===== config.mk =====
export PLATFORM = sky130hd
export DESIGN_NAME = cpu_program_loader
export DESIGN_NICKNAME = d
export VERILOG_FILES = /design/src/rtl/cpu_program_loader_pkg.sv /design/src/rtl/cpu_program_loader_byte_assembler.sv /design/src/rtl/cpu_program_loader.sv
export SDC_FILE = /design/constraint.sdc
export NUM_CORES = 1
export LEC_CHECK = 0
export ABC_AREA = 1
export CORE_MARGIN = 2
export CORE_UTILIZATION = 47
export DETAILED_ROUTE_END_ITERATION = 8
export GPL_TIMING_DRIVEN = 1
export PLACE_DENSITY = 0.75
export SYNTH_ARGS = -nofsm -noshare
export SYNTH_HDL_FRONTEND = slang
export SYNTH_HIERARCHICAL = 1
export SYNTH_SLANG_ARGS = --single-unit

===== constraint.sdc =====
create_clock -name clk -period 2.1 [get_ports clk]
set_input_delay 0.42 -clock clk [delete_from_list [all_inputs] [get_ports clk]]
set_output_delay 0.42 -clock clk [all_outputs]
set_load 0.01 [all_outputs]

===== src/rtl/cpu_program_loader_pkg.sv =====
// Shared definitions for the CPU program loader.
//   state_t      : loader FSM states
//   IMEM_WORDS_D : default instruction-memory word count
//   DMEM_WORDS_D : default data-memory word count
//   IMAGE_BYTES  : bytes in a full image (2 per word plus one checksum byte)
package cpu_program_loader_pkg;

    typedef enum logic [2:0] {
        ST_IDLE    = 3'd0,
        ST_RECV_HI = 3'd1,
        ST_RECV_LO = 3'd2,
        ST_WRITE   = 3'd3,
        ST_CHECK   = 3'd4,
        ST_DONE    = 3'd5,
        ST_ERROR   = 3'd6
    } state_t;

    localparam int IMEM_WORDS_D = 32;
    localparam int DMEM_WORDS_D = 16;
    localparam int IMAGE_BYTES  = 2 * (IMEM_WORDS_D + DMEM_WORDS_D) + 1;

endpackage


===== src/rtl/cpu_program_loader_byte_assembler.sv =====
// Byte assembler for the program loader: latches the high byte of each
// big-endian word and keeps the running 8-bit checksum of every image byte.
// Ports:
//   clk, reset  : clock, synchronous active-low reset
//   clear       : restart a new image (sum back to 0)
//   hi_en       : current byte is a word's high byte (latch it, add to sum)
//   lo_en       : current byte is a word's low byte (add to sum)
//   byte_in     : byte on the stream this cycle
//   word_next   : {latched high byte, byte_in}, the word completed this cycle
//   sum_next    : running sum plus byte_in, modulo 256
module cpu_program_loader_byte_assembler (
    input  logic        clk,
    input  logic        reset,
    input  logic        clear,
    input  logic        hi_en,
    input  logic        lo_en,
    input  logic [7:0]  byte_in,
    output logic [15:0] word_next,
    output logic [7:0]  sum_next
);

    logic [7:0] hi_q;
    logic [7:0] sum_q;

    // Combinational look-ahead so the top can register the finished word and
    // judge the checksum byte in the same cycle the byte is accepted.
    assign word_next = {hi_q, byte_in};
    assign sum_next  = sum_q + byte_in;

    always_ff @(posedge clk) begin
        if (!reset) begin
            hi_q  <= 8'h00;
            sum_q <= 8'h00;
        end else if (clear) begin
            sum_q <= 8'h00;
        end else begin
            if (hi_en) begin
                hi_q  <= byte_in;
            end
            if (hi_en || lo_en) begin
                sum_q <= sum_next;
            end
        end
    end

endmodule


===== src/rtl/cpu_program_loader.sv =====
// Program loader placed in front of the 16-bit CPU. Receives the program
// image as bytes, writes IMEM_WORDS instruction words then DMEM_WORDS data
// words through the CPU load port, then checks a trailing checksum byte.
// The CPU is held in reset until the checksum passes.
//
// Handshake: a byte transfers on a rising edge where in_valid && in_ready.
// in_ready is a register (no path from in_valid); the sender must hold
// in_data stable while in_valid is high and not yet accepted.
//
// Ports:
//   clk, reset      : clock, synchronous active-low reset
//   start           : begin a load (from IDLE, DONE or ERROR)
//   in_valid/in_data/in_ready : byte stream
//   cpu_input, load_address, load, is_instruction : CPU load port (registered)
//   cpu_reset       : CPU reset, released only after a good image
//   busy/done/error : loader status
module cpu_program_loader
    import cpu_program_loader_pkg::*;
#(
    parameter int IMEM_WORDS = IMEM_WORDS_D,
    parameter int DMEM_WORDS = DMEM_WORDS_D,
    parameter int ADDR_W     = 5,
    parameter int DATA_W     = 16
) (
    input  logic              clk,
    input  logic              reset,
    input  logic              start,
    input  logic              in_valid,
    input  logic [7:0]        in_data,
    output logic              in_ready,
    output logic [DATA_W-1:0] cpu_input,
    output logic [ADDR_W-1:0] load_address,
    output logic              load,
    output logic              is_instruction,
    output logic              cpu_reset,
    output logic              busy,
    output logic              done,
    output logic              error
);

    state_t            state;
    logic [ADDR_W-1:0] word_cnt;
    logic              phase_instr;

    logic              accept;
    logic              restart;
    logic [15:0]       word_next;
    logic [7:0]        sum_next;

    assign accept  = in_valid && in_ready;
    assign restart = start && (state == ST_IDLE || state == ST_DONE || state == ST_ERROR);

    cpu_program_loader_byte_assembler u_asm (
        .clk       (clk),
        .reset     (reset),
        .clear     (restart),
        .hi_en     (accept && state == ST_RECV_HI),
        .lo_en     (accept && state == ST_RECV_LO),
        .byte_in   (in_data),
        .word_next (word_next),
        .sum_next  (sum_next)
    );

    always_ff @(posedge clk) begin
        if (!reset) begin
            state          <= ST_IDLE;
            word_cnt       <= '0;
            phase_instr    <= 1'b0;
            in_ready       <= 1'b0;
            load           <= 1'b0;
            cpu_input      <= '0;
            load_address   <= '0;
            is_instruction <= 1'b0;
            cpu_reset      <= 1'b1;
            busy           <= 1'b0;
            done           <= 1'b0;
            error          <= 1'b0;
        end else begin
            load <= 1'b0;
            case (state)
                ST_IDLE, ST_DONE, ST_ERROR: begin
                    if (restart) begin
                        state       <= ST_RECV_HI;
                        word_cnt    <= '0;
                        phase_instr <= 1'b1;
                        in_ready    <= 1'b1;
                        busy        <= 1'b1;
                        done        <= 1'b0;
                        error       <= 1'b0;
                        cpu_reset   <= 1'b1;
                    end
                end
                ST_RECV_HI: begin
                    if (accept) begin
                        state <= ST_RECV_LO;
                    end
                end
                ST_RECV_LO: begin
                    // Register the completed word now so load is high for
                    // exactly the single WRITE cycle.
                    if (accept) begin
                        state          <= ST_WRITE;
                        in_ready       <= 1'b0;
                        load           <= 1'b1;
                        cpu_input      <= DATA_W'(word_next);
                        load_address   <= word_cnt;
                        is_instruction <= phase_instr;
                    end
                end
                ST_WRITE: begin
                    in_ready <= 1'b1;
                    if (phase_instr) begin
                        state <= ST_RECV_HI;
                        if (word_cnt == ADDR_W'(IMEM_WORDS - 1)) begin
                            word_cnt    <= '0;
                            phase_instr <= 1'b0;
                        end else begin
                            word_cnt <= word_cnt + ADDR_W'(1);
                        end
                    end else if (word_cnt == ADDR_W'(DMEM_WORDS - 1)) begin
                        state <= ST_CHECK;
                    end else begin
                        state    <= ST_RECV_HI;
                        word_cnt <= word_cnt + ADDR_W'(1);
                    end
                end
                ST_CHECK: begin
                    // Image is good when all bytes including this one sum to 0.
                    if (accept) begin
                        in_ready <= 1'b0;
                        busy     <= 1'b0;
                        if (sum_next == 8'h00) begin
                            state     <= ST_DONE;
                            done      <= 1'b1;
                            cpu_reset <= 1'b0;
                        end else begin
                            state <= ST_ERROR;
                            error <= 1'b1;
                        end
                    end
                end
                default: begin
                    state    <= ST_IDLE;
                    in_ready <= 1'b0;
                    busy     <= 1'b0;
                end
            endcase
        end
    end

endmodule


==> flow_summary.yaml, run 1 <==
global_route:
  overflow: 0
  grt_pass1_vias: 2332
  grt.total_usage: 0.199
  grt_first_pass_wirelength_mm: 9.94
  grt_start_max_net_pins: 20
  grt_antenna_before_repair: 0
drt:
  detailedRoute.firstIterationViolations: 105
  totalWireLength_mm: 6.06
  post_drt_via_cell_ratio: 4.93
  drt_pass1_iterations: 4
  routed_wire_length_per_instance_um: 12.2
  antenna_left: 0
  detail_route.drc_violations: 0
  dr_total_vias: 2451
logic_synthesis:
  syn-num-nets: 386
  synth_cell_type_count: 28
  share_of_synthesized_area_occupied_by_flip_flops_and_latches: 0.409
  synthFlopType: "sky130_fd_sc_hd__dfxtp_1"
  async_reset_ff_frac: 0
  syn_inst: 363
  synth-seq-cells: 53
  yosysMostFrequentCell: "sky130_fd_sc_hd__nor2_1"
  synth_area_mm2: 0.00259
  leading_cell_types_by_total_area_after_synthesis: "sky130_fd_sc_hd__dfxtp_1, sky130_fd_sc_hd__nor2_1, sky130_fd_sc_hd__nand2_1"
  netlist.area_leader.share: 0.409
  synth_edf_count: 0
  synthTopCellsByCount: "sky130_fd_sc_hd__nor2_1, sky130_fd_sc_hd__nand2_1, sky130_fd_sc_hd__dfxtp_1"
  synthDominantAreaCellType: "sky130_fd_sc_hd__dfxtp_1"
  ys.warnings.count: 6
  synth.avg_cell_area_um2: 7.15
sta:
  period_share: 0.985
  worst_slew_pin_slew_ns: 0.381
  slew_violations: 0
  final_hold_viol_count: 0
  timing.final.setup_violations: 0
  timing.max_slew.rel_slack: 0.745
  period_minus_slack_ns: 2.07
  timing.setup.tns_ns: 0
  fmax_mhz: 484
  unrepaired_setup_endpoints_after_global_routing: "true"
  worst_slack_ns: 0.0323
  fin_worst_skew_ns: 0.00463
worst_setup_path:
  worstSetupEndpointType: "register"
  r2r_endpoint: "done"
  critical_path_peak_fanout: 3
  worstPathCellList: "ha_4 > fa_2 > nand3_2 > nand2_2 > nand2_2 > nand2_1 > nand2_1 > nand2_1 > nor2_1 > nand2_1 > nor2_2 > nand2_2 > nand2_2 > nand2_2 > nand2_1 > a21oi_1"
  crit_path_start_kind: "register"
  critPathMaxStageDelay_ns: 0.39
  worst-endpoint-arrival_ns: 2.26
  cp.required_ns: 2.29
  rr_worst_depth: 16
  worstSetupPathType: "reg -> reg"
  startpoint_of_the_most_critical_register_to_register_path: "u_asm/sum_q[0]"
  rrSetupSlack_ns: 0.03
  combined_buffer_and_inverter_count_along_the_critical_path: 0
  cp_slowest_cell: "sky130_fd_sc_hd__fa_2"
  critPathTopFamily: "simple AND/OR/NAND/NOR gates"
placed_design:
  placed_area_mm2: 0.00317
  preCtsSetupSlack_ns: -0.626
  post-place-cells: 486
  port_buffers: 39
  finalWeightedCongestion: 0.875
  detailed_place_hpwl_mm: 4.28
min_path:
  holdPathEnd: "cpu_reset"
  hold_depth: 2
  min_delay_src: "cpu_reset"
  timing.hold.worst.class: "reg -> reg"
clocking:
  cts.sinks: 53
  htree_levels: 2
  numCtsBuffers: 5
  clkSlewWorstSetupHoldPaths_ns: 0.10
  tritoncts: "done"
  clock-root-buffer: "sky130_fd_sc_hd__clkbuf_8"
  clock_path_buffers: 2
  later_pin_clock_latency_in_the_skew_report_ns: 0.30
layout:
  post-route-cell-area_mm2: 0.00339
  final-instance-count-excl-fill: 497
  num_antenna_cells: 0
  final_nets: 447
  area_growth_syn_to_layout_pct: 30.8
  layout-drive-gt1-share: 0.160
pwr:
  clockPowerShare: 0.244
  seq_power_share: 0.421
  p_per_area_mw_per_mm2: 846
  power.switching_mw: 0.986
  power_switching_share: 0.344
  ir_worst_vdd_mv: 0.373
  power_frac_comb: 0.335
  leakage_nw: 1.60
  p_int_mw: 1.88
  p_total_mw: 2.87
die:
  dieWidth_um: 78.3
  fp.coreArea_mm2: 0.00541
  fp-row-count: 27
  chipHeight_um: 78.3
  design.die.area_mm2: 0.00613
  floorplan.io_pins: 40
  floorplan.initialDensity: 0.480
outcome:
  run_status: "completed"
run:
  drv_cap: 0
cells by family (layout without fill, tap and decap cells):
family                   Yosys count  after routing  synth area share
AND/OR/NAND/NOR                  178            178             0.293
AO/OA/AOI/OAI                     65             65             0.130
flip-flops                        53             53             0.409
buffers and inverters             51            113            0.0945
adder cells (fa/ha/maj)           11             11            0.0560
XOR/XNOR                           5              5            0.0169
sequential cells by signal, indices dropped and copies added, names as in the netlist, 3 cells and up:
| signal | cells |
|---|---|
| load_address | 5 |
| cpu_input | 16 |
| u_asm/sum_q | 8 |
| u_asm/hi_q | 8 |
| word_cnt | 5 |
| state | 3 |
power by group through the flow:
stage | logic, mW | registers, mW | clock network [mW]
6_report | 0.962 | 1.21 | 0.700
5_1_grt | 1.08 | 1.22 | 0.755
4_1_cts | 0.932 | 1.21 | 0.719
3_5_place_dp | 0.907 | 1.22 | 0
3_3_place_gp | 0.890 | 1.22 | 0
2_1_floorplan | 0.582 | 1.23 | 0
worst min-delay path, cell delays in order, from the launching register on:
cell	delay, ns
sky130_fd_sc_hd__dfxtp_1	0.35
sky130_fd_sc_hd__nand2_1	0.06
sky130_fd_sc_hd__nand3_1	0.05
layer usage:
layer	global-route usage	up-vias	share of wire
met5	0	-	0
met4	0.0456	0	0.0048
met3	0.0402	5	0.034
met2	0.362	43	0.51
met1	0.241	1123	0.45
li1	-	1280	-
repair_timing:
item	4_1_cts	5_1_grt
buffers inserted	1	2
pin swaps	8	11
setup endpoints to repair	5	5
hold buffers	0	0
resized for setup	14	10
cells in the final DEF (no fill, tap or decap), types with 5 or more instances in the layout:
master and count:
sky130_fd_sc_hd__nand2_2 7, sky130_fd_sc_hd__inv_1 31, sky130_fd_sc_hd__nand3_1 23, sky130_fd_sc_hd__o21ai_0 37
sky130_fd_sc_hd__dlygate4sd2_1 6, sky130_fd_sc_hd__nand2_1 49, sky130_fd_sc_hd__clkdlybuf4s50_1 32, sky130_fd_sc_hd__clkbuf_8 5
sky130_fd_sc_hd__buf_4 31, sky130_fd_sc_hd__dfxtp_1 52, sky130_fd_sc_hd__a21oi_1 22, sky130_fd_sc_hd__nor2_1 89
sky130_fd_sc_hd__ha_4 6
metrics by stage:
step                       util  hold slack (ns)
after floorplan               -            0.450
after global placement    0.587            0.447
after detailed placement  0.587            0.453
after CTS                 0.620            0.479
after global routing      0.628            0.491
final                     0.628            0.479
cell type report:
class / count / area (um^2)
fillers: 491 / 2010
multi-input cells: 259 / 1390
flip-flops and latches: 53 / 1060
repair buffers: 70 / 611
inverters: 35 / 131
well taps: 72 / 90.1
clock buffers: 5 / 68.8
clock inverters: 3 / 43.8
worst max path at each step:
stage | start | end | cells after the start
finish | u_asm/sum_q[0] | done | 16
global placement | in_data[0] | cpu_reset | 17
detailed placement | in_data[0] | cpu_reset | 17
floorplan | in_data[0] | cpu_reset | 16
CTS | in_data[0] | cpu_reset | 17
global route | u_asm/sum_q[0] | done | 16
Note: power is estimated with default switching activity, not from simulation.
==> run 2: changes to the inputs <==
Settings changed: CELL_PAD_IN_SITES_DETAIL_PLACEMENT set to 1, CELL_PAD_IN_SITES_GLOBAL_PLACEMENT set to 2, CORE_UTILIZATION 47 to 27, PLACE_DENSITY 0.75 to 0.76, SKIP_LAST_GASP set to 1.
==> run 2 against run 1 <==
Net effect: sequential share of layout area decreased by 0.73 points; utilization decreased by 25 points; cell area increased by 2.5%; register-to-register slack got worse by 0.03 ns; largest cell class unchanged.
==> flow_summary.yaml, run 2 (synthesis results as in run 1) <==
clocking:
  cts.sinks: 53
  clock_path_buffers: 2
  htree_levels: 2
  numCtsBuffers: 5
  clkSlewWorstSetupHoldPaths_ns: 0.10
  clock-root-buffer: "sky130_fd_sc_hd__clkbuf_8"
  later_pin_clock_latency_in_the_skew_report_ns: 0.31
  hold_buf_cts: 0
  tritoncts: "done"
pwr:
  power_frac_comb: 0.353
  leakage_nw: 1.60
  clockPowerShare: 0.216
  p_per_area_mw_per_mm2: 807
  seq_power_share: 0.431
  p_int_mw: 1.78
  power_switching_share: 0.367
  power.switching_mw: 1.03
  ir_worst_vdd_mv: 0.270
die:
  floorplan.initialDensity: 0.279
  dieWidth_um: 102
  fp.coreArea_mm2: 0.00928
  design.die.area_mm2: 0.0104
  chipHeight_um: 102
  fp-row-count: 35
  floorplan.io_pins: 40
sta:
  period_minus_slack_ns: 2.10
  timing.hold.ws_ns: 0.470
  fin_worst_skew_ns: 0.00897
  fmax_mhz: 477
  slew_violations: 0
  period_share: 0.999
  final_hold_viol_count: 0
  worst_slew_pin_slew_ns: 0.350
  timing.final.setup_violations: 0
  unrepaired_setup_endpoints_after_global_routing: "true"
  timing.max_slew.rel_slack: 0.766
worst_setup_path:
  critical_path_peak_fanout: 3
  worstPathCellList: "ha_4 > fa_2 > nand3_2 > nand2_2 > nand2_2 > nand2_1 > nand2_1 > nand2_1 > nor2_1 > nand2_1 > nor2_2 > nand2_2 > nand2_2 > nand3_1 > a21oi_1"
  cp_slowest_cell: "sky130_fd_sc_hd__fa_2"
  worstSetupPathType: "reg -> reg"
  critPathMaxStageDelay_ns: 0.37
  rr_worst_depth: 15
  worst-endpoint-arrival_ns: 2.33
  cp.required_ns: 2.34
  worstSetupEndpointType: "register"
  crit_path_start_kind: "register"
layout:
  final_common_cell: "sky130_fd_sc_hd__nor2_1"
  post-route-cell-area_mm2: 0.00348
  layout_common_cells: "sky130_fd_sc_hd__nor2_1, sky130_fd_sc_hd__dfxtp_1, sky130_fd_sc_hd__nand2_1"
  fillerInstances: 1199
  multi_input_comb_area_mm2: 0.00140
  final_nets: 450
  layout-drive-gt1-share: 0.175
  area_growth_syn_to_layout_pct: 34.1
  ff_latch_area_mm2: 0.00106
  register_with_the_highest_flop_count: "cpu_input"
  largestRegisters: "cpu_input (16), u_asm/hi_q (8), u_asm/sum_q (8)"
  largest_reg_flops: 16
drt:
  dr_total_vias: 2446
  antenna_left: 0
  totalWireLength_mm: 7.23
  detailedRoute.firstIterationViolations: 113
  routed_wire_length_per_instance_um: 13.0
  detail_route.drc_violations: 0
  drt_pass1_iterations: 4
  post_drt_via_cell_ratio: 4.38
global_route:
  grt.total_usage: 0.146
  overflow: 0
  grt_start_max_net_pins: 21
  grt_antenna_before_repair: 1
  grt_first_pass_wirelength_mm: 12.1
  grt_pass1_vias: 2576
run:
  drv_cap: 0
placed_design:
  finalWeightedCongestion: 0.852
  placed_area_mm2: 0.00328
  detailed_place_hpwl_mm: 5.47
  port_buffers: 39
min_path:
  hold_depth: 2
  timing.hold.worst.class: "reg -> reg"
outcome:
  run_status: "completed"
## run 2: cell count changes in the layout (fill, tap and decap cells not counted), sizes merged
cell,before,now
bufinv,1,0
diode,0,1
buf,31,34
clkbuf,6,7
## run 2: layout make-up
type                    instances  area share
multi-input cells             259       0.402
flip-flops and latches         53       0.306
clock buffers                   6      0.0209
well taps                     129      0.0464
diodes                          1    0.000720
inverters                      35      0.0378
repair buffers                 73       0.182
clock inverters                 2     0.00396
## run 2: per-layer routing
layer / vias to the layer above / GRT usage / share of wire / wire [um]
li1: 1278 / - / - / -
met1: 1137 / 0.192 / 0.48 / 3470
met2: 26 / 0.252 / 0.49 / 3560
met3: 5 / 0.0267 / 0.022 / 160
met4: 0 / 0.0308 / 0.0068 / 49
met5: - / 0 / 0 / 0
## run 2: worst paths after layout
check                 start        end  slack [ns]
max          u_asm/sum_q[0]       done       0.002
min               cpu_reset  cpu_reset        0.47
max reg2reg  u_asm/sum_q[0]       done       0.002
min reg2reg       cpu_reset  cpu_reset        0.47
## run 2: critical path, delay by kind of cell (launching register included)
family / cells / cell delay [ns]
and+or+nand+nor: 12 / 0.97
adders and majority gates: 2 / 0.53
DFF: 1 / 0.35
AOI/OAI and AO/OA: 1 / 0.18
## run 2: power by group through the flow
stage | registers [mW] | logic, mW | clock network, mW
after detailed placement | 1.23 | 0.944 | 0
after global routing | 1.23 | 1.13 | 0.671
after CTS | 1.21 | 0.962 | 0.628
after global placement | 1.23 | 0.934 | 0
after floorplan | 1.23 | 0.582 | 0
final | 1.21 | 0.990 | 0.605
## run 2: repair_timing
item                       in CTS  in global routing
hold endpoints to repair        0                  0
setup endpoints to repair       5                  5
buffers inserted                2                  0
resized for setup              17                 12
pin swaps                      11                 12
## run 2: metrics by stage
step | std cells | setup slack, ns | utilization | power [mW] | TNS, ns
final | 558 | 0.00207 | 0.375 | 2.80 | 0
after global routing | 558 | -0.147 | 0.375 | 3.03 | -0.510
after CTS | 557 | 0.00702 | 0.370 | 2.80 | 0
after detailed placement | 547 | -0.671 | 0.353 | 2.17 | -3.42
after global placement | 547 | -0.590 | 0.353 | 2.16 | -2.88
after floorplan | 363 | 0.0366 | - | 1.81 | 0
